**config.mk**
```make
export PLATFORM = sky130hd
export DESIGN_NAME = uart_byte_tx_flat
export DESIGN_NICKNAME = d
export VERILOG_FILES = /design/src/rtl/uart_byte_tx_if.sv /design/src/rtl/uart_byte_tx.sv /design/src/flat_wrapper.sv
export SDC_FILE = /design/constraint.sdc
export NUM_CORES = 1
export LEC_CHECK = 0
export ABC_CLOCK_PERIOD_IN_PS = 4200
export CAP_MARGIN = 20
export CORE_MARGIN = 2
export CORE_UTILIZATION = 45
export DETAILED_ROUTE_END_ITERATION = 6
export SYNTH_ARGS = -nofsm -noshare
export SYNTH_HDL_FRONTEND = slang
export SYNTH_SLANG_ARGS = --single-unit
```
**constraint.sdc**
```tcl
create_clock -name clk -period 4.2 [get_ports clk]
set_clock_uncertainty 0.05 [all_clocks]
set_input_delay 0.84 -clock clk [delete_from_list [all_inputs] [get_ports clk]]
set_output_delay 0.84 -clock clk [all_outputs]
set_load 0.02 [all_outputs]
```
**src/rtl/uart_byte_tx_if.sv**
```systemverilog
// Byte-in / serial-out bundle of the UART transmitter.
// The master supplies bytes; the slave drives the line and status flags.
interface uart_byte_tx_if;
  logic [7:0] tx_data;
  logic       tx_valid;
  logic       tx_ready;
  logic       tx;
  logic       tx_busy;
  logic       tx_done;

  modport master (
    output tx_data, tx_valid,
    input  tx_ready, tx, tx_busy, tx_done
  );

  modport slave (
    input  tx_data, tx_valid,
    output tx_ready, tx, tx_busy, tx_done
  );
endinterface

```
**src/rtl/uart_byte_tx.sv**
```systemverilog
// 8N1 UART transmitter with a one-entry holding buffer.
// A queued byte starts its frame on the edge that ends the previous frame.
module uart_byte_tx #(
  parameter int CLKS_PER_BIT = 868,
  parameter int STOP_BITS    = 1
) (
  input logic         clk,
  input logic         rst,
  uart_byte_tx_if.slave bus
);

  if (CLKS_PER_BIT < 2) begin : g_badClksPerBit
    $error("uart_byte_tx: CLKS_PER_BIT must be >= 2");
  end
  if (STOP_BITS != 1 && STOP_BITS != 2) begin : g_badStopBits
    $error("uart_byte_tx: STOP_BITS must be 1 or 2");
  end

  localparam int            BW        = $clog2(CLKS_PER_BIT);
  localparam logic [BW-1:0] BAUD_LAST = BW'(CLKS_PER_BIT - 1);
  localparam logic          STOP_LAST = 1'(STOP_BITS - 1);

  typedef enum logic [1:0] {IDLE, START, DATA, STOP} state_t;

  state_t        r_state;
  logic [BW-1:0] r_baudCnt;
  logic [2:0]    r_bitIdx;
  logic          r_stopCnt;
  logic [7:0]    r_shift;
  logic [7:0]    r_buf;
  logic          r_bufFull;
  logic          r_tx;

  state_t        w_stateNext;
  logic [BW-1:0] w_baudNext;
  logic [2:0]    w_bitNext;
  logic          w_stopNext;
  logic [7:0]    w_shiftNext;
  logic [7:0]    w_bufNext;
  logic          w_bufFullNext;
  logic          w_txNext;
  logic          w_bitEnd;
  logic          w_frameEnd;
  logic          w_accept;
  logic          w_bypass;

  assign w_accept   = bus.tx_valid && !r_bufFull;
  assign w_bitEnd   = (r_baudCnt == BAUD_LAST);
  assign w_frameEnd = (r_state == STOP) && w_bitEnd && (r_stopCnt == STOP_LAST);
  // A byte skips the buffer whenever the shifter is free on this very edge.
  assign w_bypass   = w_accept && ((r_state == IDLE) || w_frameEnd);

  always_ff @(posedge clk or posedge rst) begin
    if (rst) begin
      r_state   <= IDLE;
      r_baudCnt <= '0;
      r_bitIdx  <= '0;
      r_stopCnt <= 1'b0;
      r_shift   <= '0;
      r_buf     <= '0;
      r_bufFull <= 1'b0;
      r_tx      <= 1'b1;
    end else begin
      r_state   <= w_stateNext;
      r_baudCnt <= w_baudNext;
      r_bitIdx  <= w_bitNext;
      r_stopCnt <= w_stopNext;
      r_shift   <= w_shiftNext;
      r_buf     <= w_bufNext;
      r_bufFull <= w_bufFullNext;
      r_tx      <= w_txNext;
    end
  end

  always_comb begin
    w_stateNext   = r_state;
    w_baudNext    = w_bitEnd ? '0 : r_baudCnt + BW'(1);
    w_bitNext     = r_bitIdx;
    w_stopNext    = r_stopCnt;
    w_shiftNext   = r_shift;
    w_bufNext     = r_buf;
    w_bufFullNext = r_bufFull;
    case (r_state)
      IDLE: begin
        w_baudNext = '0;
        if (w_bypass) begin
          w_stateNext = START;
          w_shiftNext = bus.tx_data;
        end
      end
      START: begin
        if (w_bitEnd) begin
          w_stateNext = DATA;
          w_bitNext   = '0;
        end
      end
      DATA: begin
        if (w_bitEnd) begin
          if (r_bitIdx == 3'd7) begin
            w_stateNext = STOP;
            w_stopNext  = 1'b0;
          end else begin
            w_bitNext   = r_bitIdx + 3'd1;
            w_shiftNext = {1'b0, r_shift[7:1]};
          end
        end
      end
      STOP: begin
        if (w_frameEnd) begin
          if (r_bufFull) begin
            w_stateNext   = START;
            w_shiftNext   = r_buf;
            w_bufFullNext = 1'b0;
          end else if (w_bypass) begin
            w_stateNext = START;
            w_shiftNext = bus.tx_data;
          end else begin
            w_stateNext = IDLE;
          end
        end else if (w_bitEnd) begin
          w_stopNext = 1'b1;
        end
      end
      default: w_stateNext = IDLE;
    endcase
    if (w_accept && !w_bypass) begin
      w_bufNext     = bus.tx_data;
      w_bufFullNext = 1'b1;
    end
  end

  // The line level is computed from the next state so tx is a clean register.
  always_comb begin
    w_txNext = 1'b1;
    case (w_stateNext)
      START:   w_txNext = 1'b0;
      DATA:    w_txNext = w_shiftNext[0];
      default: w_txNext = 1'b1;
    endcase
    bus.tx       = r_tx;
    bus.tx_done  = w_frameEnd;
    bus.tx_busy  = (r_state != IDLE);
    bus.tx_ready = !r_bufFull;
  end

endmodule
```
**src/flat_wrapper.sv**
```systemverilog
// flat-port wrapper written by rule: the top's interface ports become plain ports
module uart_byte_tx_flat 
#(
  parameter int CLKS_PER_BIT = 868,
  parameter int STOP_BITS    = 1
)
  (clk, rst, bus_tx_data, bus_tx_valid, bus_tx_ready, bus_tx, bus_tx_busy, bus_tx_done);
  uart_byte_tx_if bus_i ();
  input logic clk;
  input logic rst;
  input wire logic [$bits(bus_i.tx_data)-1:0] bus_tx_data;
  input wire logic [$bits(bus_i.tx_valid)-1:0] bus_tx_valid;
  output wire logic [$bits(bus_i.tx_ready)-1:0] bus_tx_ready;
  output wire logic [$bits(bus_i.tx)-1:0] bus_tx;
  output wire logic [$bits(bus_i.tx_busy)-1:0] bus_tx_busy;
  output wire logic [$bits(bus_i.tx_done)-1:0] bus_tx_done;
  assign bus_i.tx_data = bus_tx_data;
  assign bus_i.tx_valid = bus_tx_valid;
  assign bus_tx_ready = bus_i.tx_ready;
  assign bus_tx = bus_i.tx;
  assign bus_tx_busy = bus_i.tx_busy;
  assign bus_tx_done = bus_i.tx_done;
  uart_byte_tx #(.CLKS_PER_BIT(CLKS_PER_BIT), .STOP_BITS(STOP_BITS)) u_core (.clk(clk), .rst(rst), .bus(bus_i));
endmodule
```
==> results of run 1 <==
[synthesized netlist by cell type, types with 4 or more instances]
| cell type | number |
|---|---|
| clkbuf_1 | 6 |
| nor2_1 | 14 |
| xnor2_1 | 4 |
| a221oi_1 | 6 |
| nand2_1 | 24 |
| o21ai_0 | 11 |
| dfrtp_1 | 33 |
| a21oi_1 | 17 |
| mux2_2 | 9 |
| o2bb2ai_1 | 7 |
| xor2_1 | 4 |
| nand3_1 | 12 |
[final cells by class]
class / instances / share of cell area
multi-input combinational: 155 / 0.460
tap: 52 / 0.0288
inverter: 4 / 0.00666
sequential: 34 / 0.378
clock buffer: 5 / 0.0305
timing repair buffer: 15 / 0.0654
clock inverter: 3 / 0.0305
[through the flow]
step | setup slack, ps | util | power [mW] | cells
floorplan | 2000 | - | 0.764 | 204
global placement | 1230 | 0.493 | 0.866 | 260
detailed placement | 1140 | 0.493 | 0.875 | 260
CTS | 1060 | 0.525 | 1.24 | 268
global route | 865 | 0.525 | 1.32 | 268
finish | 1030 | 0.525 | 1.24 | 268
[layer usage]
layer	wire, um	share of wire	up-vias	GRT usage
li1	-	-	783	-
met1	2180	0.47	812	0.266
met5	0	0	-	0
met4	58	0.012	0	0.0705
met2	2220	0.47	38	0.325
met3	224	0.048	6	0.0505
[cells in the final DEF (no fill, tap or decap), types with 3 or more instances in the layout]
cell / netlist / layout
nand2_1: 24 / 24
nor2_1: 14 / 14
xnor2_1: 4 / 4
clkbuf_8: 0 / 5
xor2_1: 4 / 4
clkdlybuf4s50_1: 0 / 14
mux2_2: 9 / 9
a221oi_1: 6 / 6
o2bb2ai_1: 7 / 7
nand3_1: 12 / 12
inv_1: 3 / 3
nor2b_1: 3 / 3
o21ai_0: 11 / 11
a21oi_1: 17 / 17
dfrtp_1: 33 / 33
ha_1: 3 / 3
and3_1: 3 / 3
[how the worst max path moves through the flow]
stage	endpoint	slack, ps	cells after the start
after global routing	bus_tx_busy	860	3
after detailed placement	u_core.r_shift[1]$_DFFE_PP0P_	1140	6
after floorplan	bus_tx_done	2000	3
after global placement	u_core.r_shift[1]$_DFFE_PP0P_	1230	6
after CTS	bus_tx_busy	1060	3
final	bus_tx_busy	1030	3
[logic make-up (layout without fill, tap and decap cells)]
group | Yosys count | count (layout)
DFF | 34 | 34
and+or+nand+nor | 74 | 74
buffers and inverters | 15 | 27
xor gates and xnor gates | 8 | 8
adders and majority gates | 3 | 3
muxes | 10 | 10
AOI/OAI and AO/OA | 60 | 60
[worst max-delay path: stages, from the launching register on]
cell and delay (ps):
dfrtp_1 540, nor2_1 460, inv_1 360, clkdlybuf4s50_1 630
[sequential cells by signal (all words and copies together) (netlist names)]
signal,cells
u_core.bus.tx,1
u_core.r_baudCnt,10
u_core.r_bitIdx,3
u_core.r_buf,8
u_core.r_bufFull,1
u_core.r_shift,8
u_core.r_state,2
u_core.r_stopCnt,1
[power by group]
group	switching (mW)	leakage (nW)	total, mW	internal, mW
clock	0.126	0.0683	0.364	0.238
sequential	0.0908	0.442	0.506	0.415
combinational	0.197	0.385	0.369	0.172
total	0.413	0.895	1.24	0.825
==> run summary, run 1 <==
Yosys warns -> 0
Syn Inst Count -> 204
Critical path arrival -> 2280 ps
Worst-Skew Late Latency -> 290 ps
Die Height -> 70.2 um
Final Setup Violations -> 0
Leak -> 0.895 nW
Detailed-route wire length per cell -> 17.5 um
Avg Cell Area, Syn -> 9.66 sq um
Post-synth top area share -> 0.419
CTS tree -> yes
Via/cell ratio -> 6.12
Async SR Flop Fraction -> 1.00
Synth area leaders -> dfrtp_1, mux2_2, nand2_1
Setup crit end kind -> output port
Rows -> 24
Antenna-violating nets left -> 0
Hold WC Path Type -> register to register
Fin Hold WS -> 446 ps
Cell variety after synth -> 54
CTS root buffer -> clkbuf_8
Largest family of logic cells by synthesized area -> compound AO/OA/AOI/OAI gates
Placed cell area -> 2120 sq um
Status -> finished, final reports clean
Initial DRC Count -> 118
CTS buffer count -> 5
Clk pin slew, worst setup/hold paths -> 70 ps
Worst EP required -> 3310 ps
Final setup TNS -> 0 ps
Ant. Diodes -> 0
Startpoint Class -> register
Final HPWL from detailed placement -> 3190 um
Critical Path Fanout Max -> 14
Antenna violations before repair -> 0
RePlAce Congestion -> 0.894
Gr usage total -> 0.202
Simple-gate share of the synthesized area -> 0.208
Adder-Cell Fraction of Synth Area -> 0.0190
Area occupied by multi-input gates -> 1040 sq um
Pre-antenna DRT Iters -> 4
First-pass GRT wire length -> 7990 um
Hold Fails Final Rpt -> 0
Overflow after GRT -> 0
Post-Syn Area -> 1970 sq um
Worst-margin pin slew -> 748 ps
Worst setup startpoint -> u_core.r_state[0]$_DFF_PP0_
Synth Register Bits -> 34
Area leader, netlist -> dfrtp_1
R2R Path End -> u_core.r_shift[2]$_DFFE_PP0P_
Cell area after layout -> 2260 sq um
H-Tree Depth -> 2
Layout Nets -> 229
Crit path time final -> 3170 ps
FMAX -> 315 MHz
Maximum vdd drop -> 209 uV
Clock buffer depth -> 2
Hold Buf Count CTS -> 0
MaxCap Viol Count -> 0
# fillers -> 387
Predominant post-synthesis flop cell -> dfrtp_1
Power Density -> 549 nW/um^2
FF-to-FF path depth -> 6
Initial cell density of the core -> 0.459
Flop2flop setup slack -> 1680 ps
Max-slew violations -> 0
Core ar. -> 4290 sq um
Post-synth net total -> 218
EDFF count, synth -> 0
Period utilisation layout -> 0.755
Vias -> 1639
Num ports -> 15
R2r startpoint -> u_core.r_baudCnt[0]$_DFF_PP0_
Share of layout cells above drive strength 1 -> 0.125
Relative slew margins -> 0.498
Drt total wl -> 4680 um
Clk sink count -> 34
Port Buffers -> 14
Largest net degree at the start of global routing -> 35
Number of global-route vias before repair -> 1666
DRC -> 0
Die Wd -> 70.2 um
Synth-to-layout area growth -> 14.5%
Min-Delay Endpoint -> u_core.r_baudCnt[0]$_DFF_PP0_
Worst hold path cell count -> 1
Synthesized-area fraction occupied by xor and xnor cells -> 0.0356
Register Area -> 852 sq um
RSZ-0062 raised after global routing -> no
Crit Path Class -> register to output port
Post-synthesis compound-gate area fraction -> 0.208
Post-CTS sizing -> 0
Die area -> 4920 sq um
Hold_sp -> u_core.r_baudCnt[0]$_DFF_PP0_
Sequential area share after synthesis -> 0.432
Postcts setup bufs -> 0
Multiplexer share of the synthesized area -> 0.0565
No activity file was read; power rests on OpenSTA's default activity.
==> run 2: changes to the inputs <==
ABC_CLOCK_PERIOD_IN_PS = 2840   (was 4200)
PLACE_DENSITY = 0.67   (was not set)
clock period = 2.84 ns   (was 4.2 ns; I/O delays follow)
==> run summary, run 2 (synthesized netlist as in run 1, its figures left out) <==
RePlAce Congestion -> 0.835
CTS buffer count -> 5
Postcts setup bufs -> 0
Initial cell density of the core -> 0.459
Total power -> 1.70 mW
Worst EP required -> 2220 ps
Power Density -> 749 nW/um^2
Biggest regs -> u_core.r_baudCnt x10, u_core.r_buf x8, u_core.r_shift x8
MaxCap Viol Count -> 0
Commonest non-fill, non-tap cell in the layout -> dfrtp_1
Maximum vdd drop -> 313 uV
Core ar. -> 4290 sq um
Max reg flops -> 10
Detailed-route wire length per cell -> 16.3 um
Setup crit end kind -> output port
Post-place setup slack -> 407 ps
Critical Path Fanout Max -> 5
FMAX -> 373 MHz
Final Setup Violations -> 0
Via/cell ratio -> 5.99
Vias -> 1654
Initial DRC Count -> 181
Die Height -> 70.2 um
Gr usage total -> 0.201
Ant. Diodes -> 0
Number of global-route vias before repair -> 1601
Crit-path leading delay family -> buffers and inverters
Status -> finished, final reports clean
Post-CTS sizing -> 0
Crit path time final -> 2680 ps
Clk sink count -> 34
Hold WC Path Type -> register to register
Share of layout cells above drive strength 1 -> 0.147
Pre-antenna DRT Iters -> 4
# fillers -> 408
Final Util -> 0.528
Final setup TNS -> 0 ps
Clk pin slew, worst setup/hold paths -> 70 ps
Critical path arrival -> 2060 ps
Drt total wl -> 4510 um
Worst Setup Slack, final -> 157 ps
Top reg by flops -> u_core.r_baudCnt
Num ports -> 15
Worst-Skew Late Latency -> 290 ps
First-pass GRT wire length -> 7880 um
Crit-path slowest cell -> clkdlybuf4s50_1
Hold Fails Final Rpt -> 0
Crit Path Class -> register to output port
Antenna-violating nets left -> 0
Clock buffer depth -> 2
Die area -> 4920 sq um
Worst-margin pin slew -> 652 ps
Period utilisation layout -> 0.945
Overflow after GRT -> 0
Hold Buf Count CTS -> 0
Max-slew violations -> 0
Commonest cells after routing, fill and taps aside -> dfrtp_1, nand2_1, a21oi_1
CTS tree -> yes
Largest net degree at the start of global routing -> 35
Worst path max stage delay -> 630 ps
Rows -> 24
CTS root buffer -> clkbuf_8
Port Buffers -> 14
Fin Hold WS -> 453 ps
Crit path buffers/inverters -> 1
Final HPWL from detailed placement -> 3070 um
Synth-to-layout area growth -> 15.1%
RSZ-0062 raised after global routing -> no
Cell Chain, Critical Path -> ha_1, nand4bb_1, nor3_1, clkdlybuf4s50_1
Layout Nets -> 237
H-Tree Depth -> 2
Relative slew margins -> 0.562
Die Wd -> 70.2 um
DRC -> 0
Startpoint Class -> register
Leak -> 0.913 nW
Antenna violations before repair -> 0
==> run 2: changes by cell type in the layout (fill, tap and decap cells not counted), sizes merged <==
cell    previous run  this run
clkbuf             5         8
bufinv             2         0
clkinv             2         1
buf                1         9
==> run 2: power breakdown <==
group | internal, mW | switching [mW] | leakage [nW]
Clock | 0.198 | 0.173 | 0.0455
Sequential | 0.615 | 0.0915 | 0.442
Combinational | 0.287 | 0.336 | 0.426
Total | 1.10 | 0.600 | 0.913
==> run 2: layout make-up <==
| class | count | area, sq um | share of cell area |
|---|---|---|---|
| Timing Repair Buffer | 23 | 208 | 0.0916 |
| Inverter | 4 | 15.0 | 0.00662 |
| Clock buffer | 8 | 90.1 | 0.0397 |
| Tap cell | 52 | 65.1 | 0.0287 |
| Multi-Input combinational cell | 155 | 1040 | 0.458 |
| Sequential cell | 34 | 852 | 0.376 |
==> run 2: worst paths after layout <==
kind	startpoint	endpoint	slack, ps	cells after the start
min	u_core.r_baudCnt[0]$_DFF_PP0_	u_core.r_baudCnt[0]$_DFF_PP0_	450	1
max reg2reg	u_core.r_baudCnt[0]$_DFF_PP0_	u_core.r_shift[6]$_DFFE_PP0P_	620	6
min in group asynchronous	rst	u_core.r_baudCnt[5]$_DFF_PP0_	620	3
max in group asynchronous	rst	u_core.bus.tx$_DFF_PP1_	1760	3
min reg2reg	u_core.r_baudCnt[0]$_DFF_PP0_	u_core.r_baudCnt[0]$_DFF_PP0_	450	1
max	u_core.r_baudCnt[0]$_DFF_PP0_	bus_tx_done	160	4
==> run 2: per-layer routing <==
metal  vias up  GRT usage  wire, um
li1        799          -         -
met1       817      0.307      2310
met2        36      0.279      1990
met3         2     0.0519       176
met4         0     0.0577        27
met5         -          0         0
==> run 2: worst reg2reg max path, delay by kind of cell, from the launching register on <==
kind | cells | cell delay, ps
flops | 1 | 400
compound gates | 3 | 690
simple gates | 2 | 710
fa+ha+maj | 1 | 230
==> run 2: stage by stage <==
stage,instances,cell area [sq um]
detailed placement,268,2180
CTS,276,2270
floorplan,204,1970
global route,276,2270
global placement,268,2180
finish,276,2270
==> run 3: changes to the inputs <==
ABC_CLOCK_PERIOD_IN_PS = 2430   (was 2840)
RECOVER_POWER = 100   (was not set)
REMOVE_ABC_BUFFERS = 1   (was not set)
clock period = 2.43 ns   (was 2.84 ns; I/O delays follow)
==> run summary, run 3 (synthesized netlist as in run 1, its figures left out) <==
Commonest cells after routing, fill and taps aside -> dfrtp_1, nand2_1, a21oi_1
Top reg by flops -> u_core.r_baudCnt
Vias -> 1681
Post-CTS sizing -> 1
Rows -> 24
Synth-to-layout area growth -> 16.9%
Leak -> 0.944 nW
Ant. Diodes -> 0
Port Buffers -> 14
Layout Nets -> 244
Hold WC Path Type -> register to register
R2r startpoint -> u_core.r_baudCnt[0]$_DFF_PP0_
Initial cell density of the core -> 0.459
Largest net degree at the start of global routing -> 18
Drt total wl -> 4760 um
Worst EP required -> 1890 ps
Share of layout cells above drive strength 1 -> 0.152
Worst hold path cell count -> 1
Pre-antenna DRT Iters -> 4
CTS root buffer -> clkbuf_8
Setup crit end kind -> output port
Die Wd -> 70.2 um
Min-Delay Endpoint -> u_core.r_baudCnt[0]$_DFF_PP0_
Crit Path Class -> register to output port
Num ports -> 15
Final HPWL from detailed placement -> 3320 um
Hold_sp -> u_core.r_baudCnt[0]$_DFF_PP0_
DRC -> 0
RePlAce Congestion -> 0.821
FF-to-FF path depth -> 5
Period utilisation layout -> 0.941
Hold Buf Count CTS -> 0
Final Setup Violations -> 0
Hold Fails Final Rpt -> 0
Critical Path Fanout Max -> 8
First-pass GRT wire length -> 8000 um
Core ar. -> 4290 sq um
Via/cell ratio -> 5.94
FMAX -> 437 MHz
Gr usage total -> 0.207
Placed cell count -> 275
Max reg flops -> 10
Fin Hold WS -> 446 ps
Initial DRC Count -> 297
Max-slew violations -> 0
Biggest regs -> u_core.r_baudCnt x10, u_core.r_buf x8, u_core.r_shift x8
Commonest non-fill, non-tap cell in the layout -> dfrtp_1
Crit path time final -> 2290 ps
Clock buffer depth -> 2
R2R Path End -> u_core.r_buf[3]$_DFFE_PP0P_
MaxCap Viol Count -> 0
Die area -> 4920 sq um
Metal2 WL -> 2230 um
Relative slew margins -> 0.314
Power Density -> 872 nW/um^2
Overflow after GRT -> 0
Postcts setup bufs -> 0
Clk pin slew, worst setup/hold paths -> 70 ps
Status -> finished, final reports clean
Worst-Skew Late Latency -> 290 ps
CTS tree -> yes
DR top layer -> met4
Clk sink count -> 34
Number of global-route vias before repair -> 1641
Met3 WL -> 243 um
Maximum vdd drop -> 371 uV
Worst-margin pin slew -> 1030 ps
Startpoint Class -> register
Non-filler cells, final -> 283
Final setup TNS -> 0 ps
Antenna violations before repair -> 0
RSZ-0062 raised after global routing -> no
Flop2flop setup slack -> 140 ps
Die Height -> 70.2 um
Antenna-violating nets left -> 0
H-Tree Depth -> 2
Total power -> 2.01 mW
Detailed-route wire length per cell -> 16.8 um
CTS buffer count -> 5
Critical path arrival -> 1750 ps
Met1 Wirelength -> 2220 um
## run 3: cell types whose count changed in the layout (fill, tap and decap cells not counted), sizes merged
cell,change
clkdlybuf4s50,-5
buf,+3
clkinv,+1
dlygate4sd3,+4
clkbuf,+3
dlygate4sd2,+1
## run 3: cell type report
class / instances / area, sq um
Fill cell: 404 / 1990
Multi-Input combinational cell: 155 / 1040
Sequential cell: 34 / 852
Timing Repair Buffer: 30 / 244
Clock buffer: 7 / 86.3
Tap cell: 52 / 65.1
Inverter: 4 / 15.0
Clock inverter: 1 / 5.00
## run 3: through the flow
| stage | area (sq um) | utilization | setup slack (ps) |
|---|---|---|---|
| 3_5_place_dp | 2240 | 0.522 | 202 |
| 4_1_cts | 2330 | 0.543 | 180 |
| 5_1_grt | 2300 | 0.536 | 49.1 |
| 3_3_place_gp | 2240 | 0.522 | 229 |
| 6_report | 2300 | 0.536 | 142 |
| 2_1_floorplan | 1910 | - | 427 |
## run 3: worst max-delay path, stage by stage, from the launching register on
cell           delay (ps)
dfrtp_1               390
buf_4                 170
nor2_1                180
inv_1                  80
dlygate4sd3_1         650
## run 3: where the power goes
| part | switching (mW) | internal (mW) |
|---|---|---|
| logic | 0.379 | 0.338 |
| clock network | 0.207 | 0.229 |
| registers | 0.138 | 0.718 |
## run 3: metal layers
| layer | global-route usage | vias up |
|---|---|---|
| li1 | - | 816 |
| met1 | 0.286 | 814 |
| met2 | 0.319 | 43 |
| met3 | 0.0476 | 8 |
| met4 | 0.0769 | 0 |
| met5 | 0 | - |
## run 3: worst max path at each step
stage                                        from                             to  slack (ps)  cells after the start
global placement                     bus_tx_valid  u_core.r_shift[4]$_DFFE_PP0P_         230                      6
global route        u_core.r_baudCnt[0]$_DFF_PP0_    u_core.r_buf[5]$_DFFE_PP0P_          50                      5
detailed placement                   bus_tx_valid    u_core.r_buf[3]$_DFFE_PP0P_         200                      4
finish                u_core.r_state[1]$_DFF_PP0_                    bus_tx_busy         140                      4
floorplan           u_core.r_baudCnt[7]$_DFF_PP0_  u_core.r_shift[1]$_DFFE_PP0P_         430                      5
CTS                  u_core.r_bufFull$_DFFE_PP0P_                   bus_tx_ready         180                      2
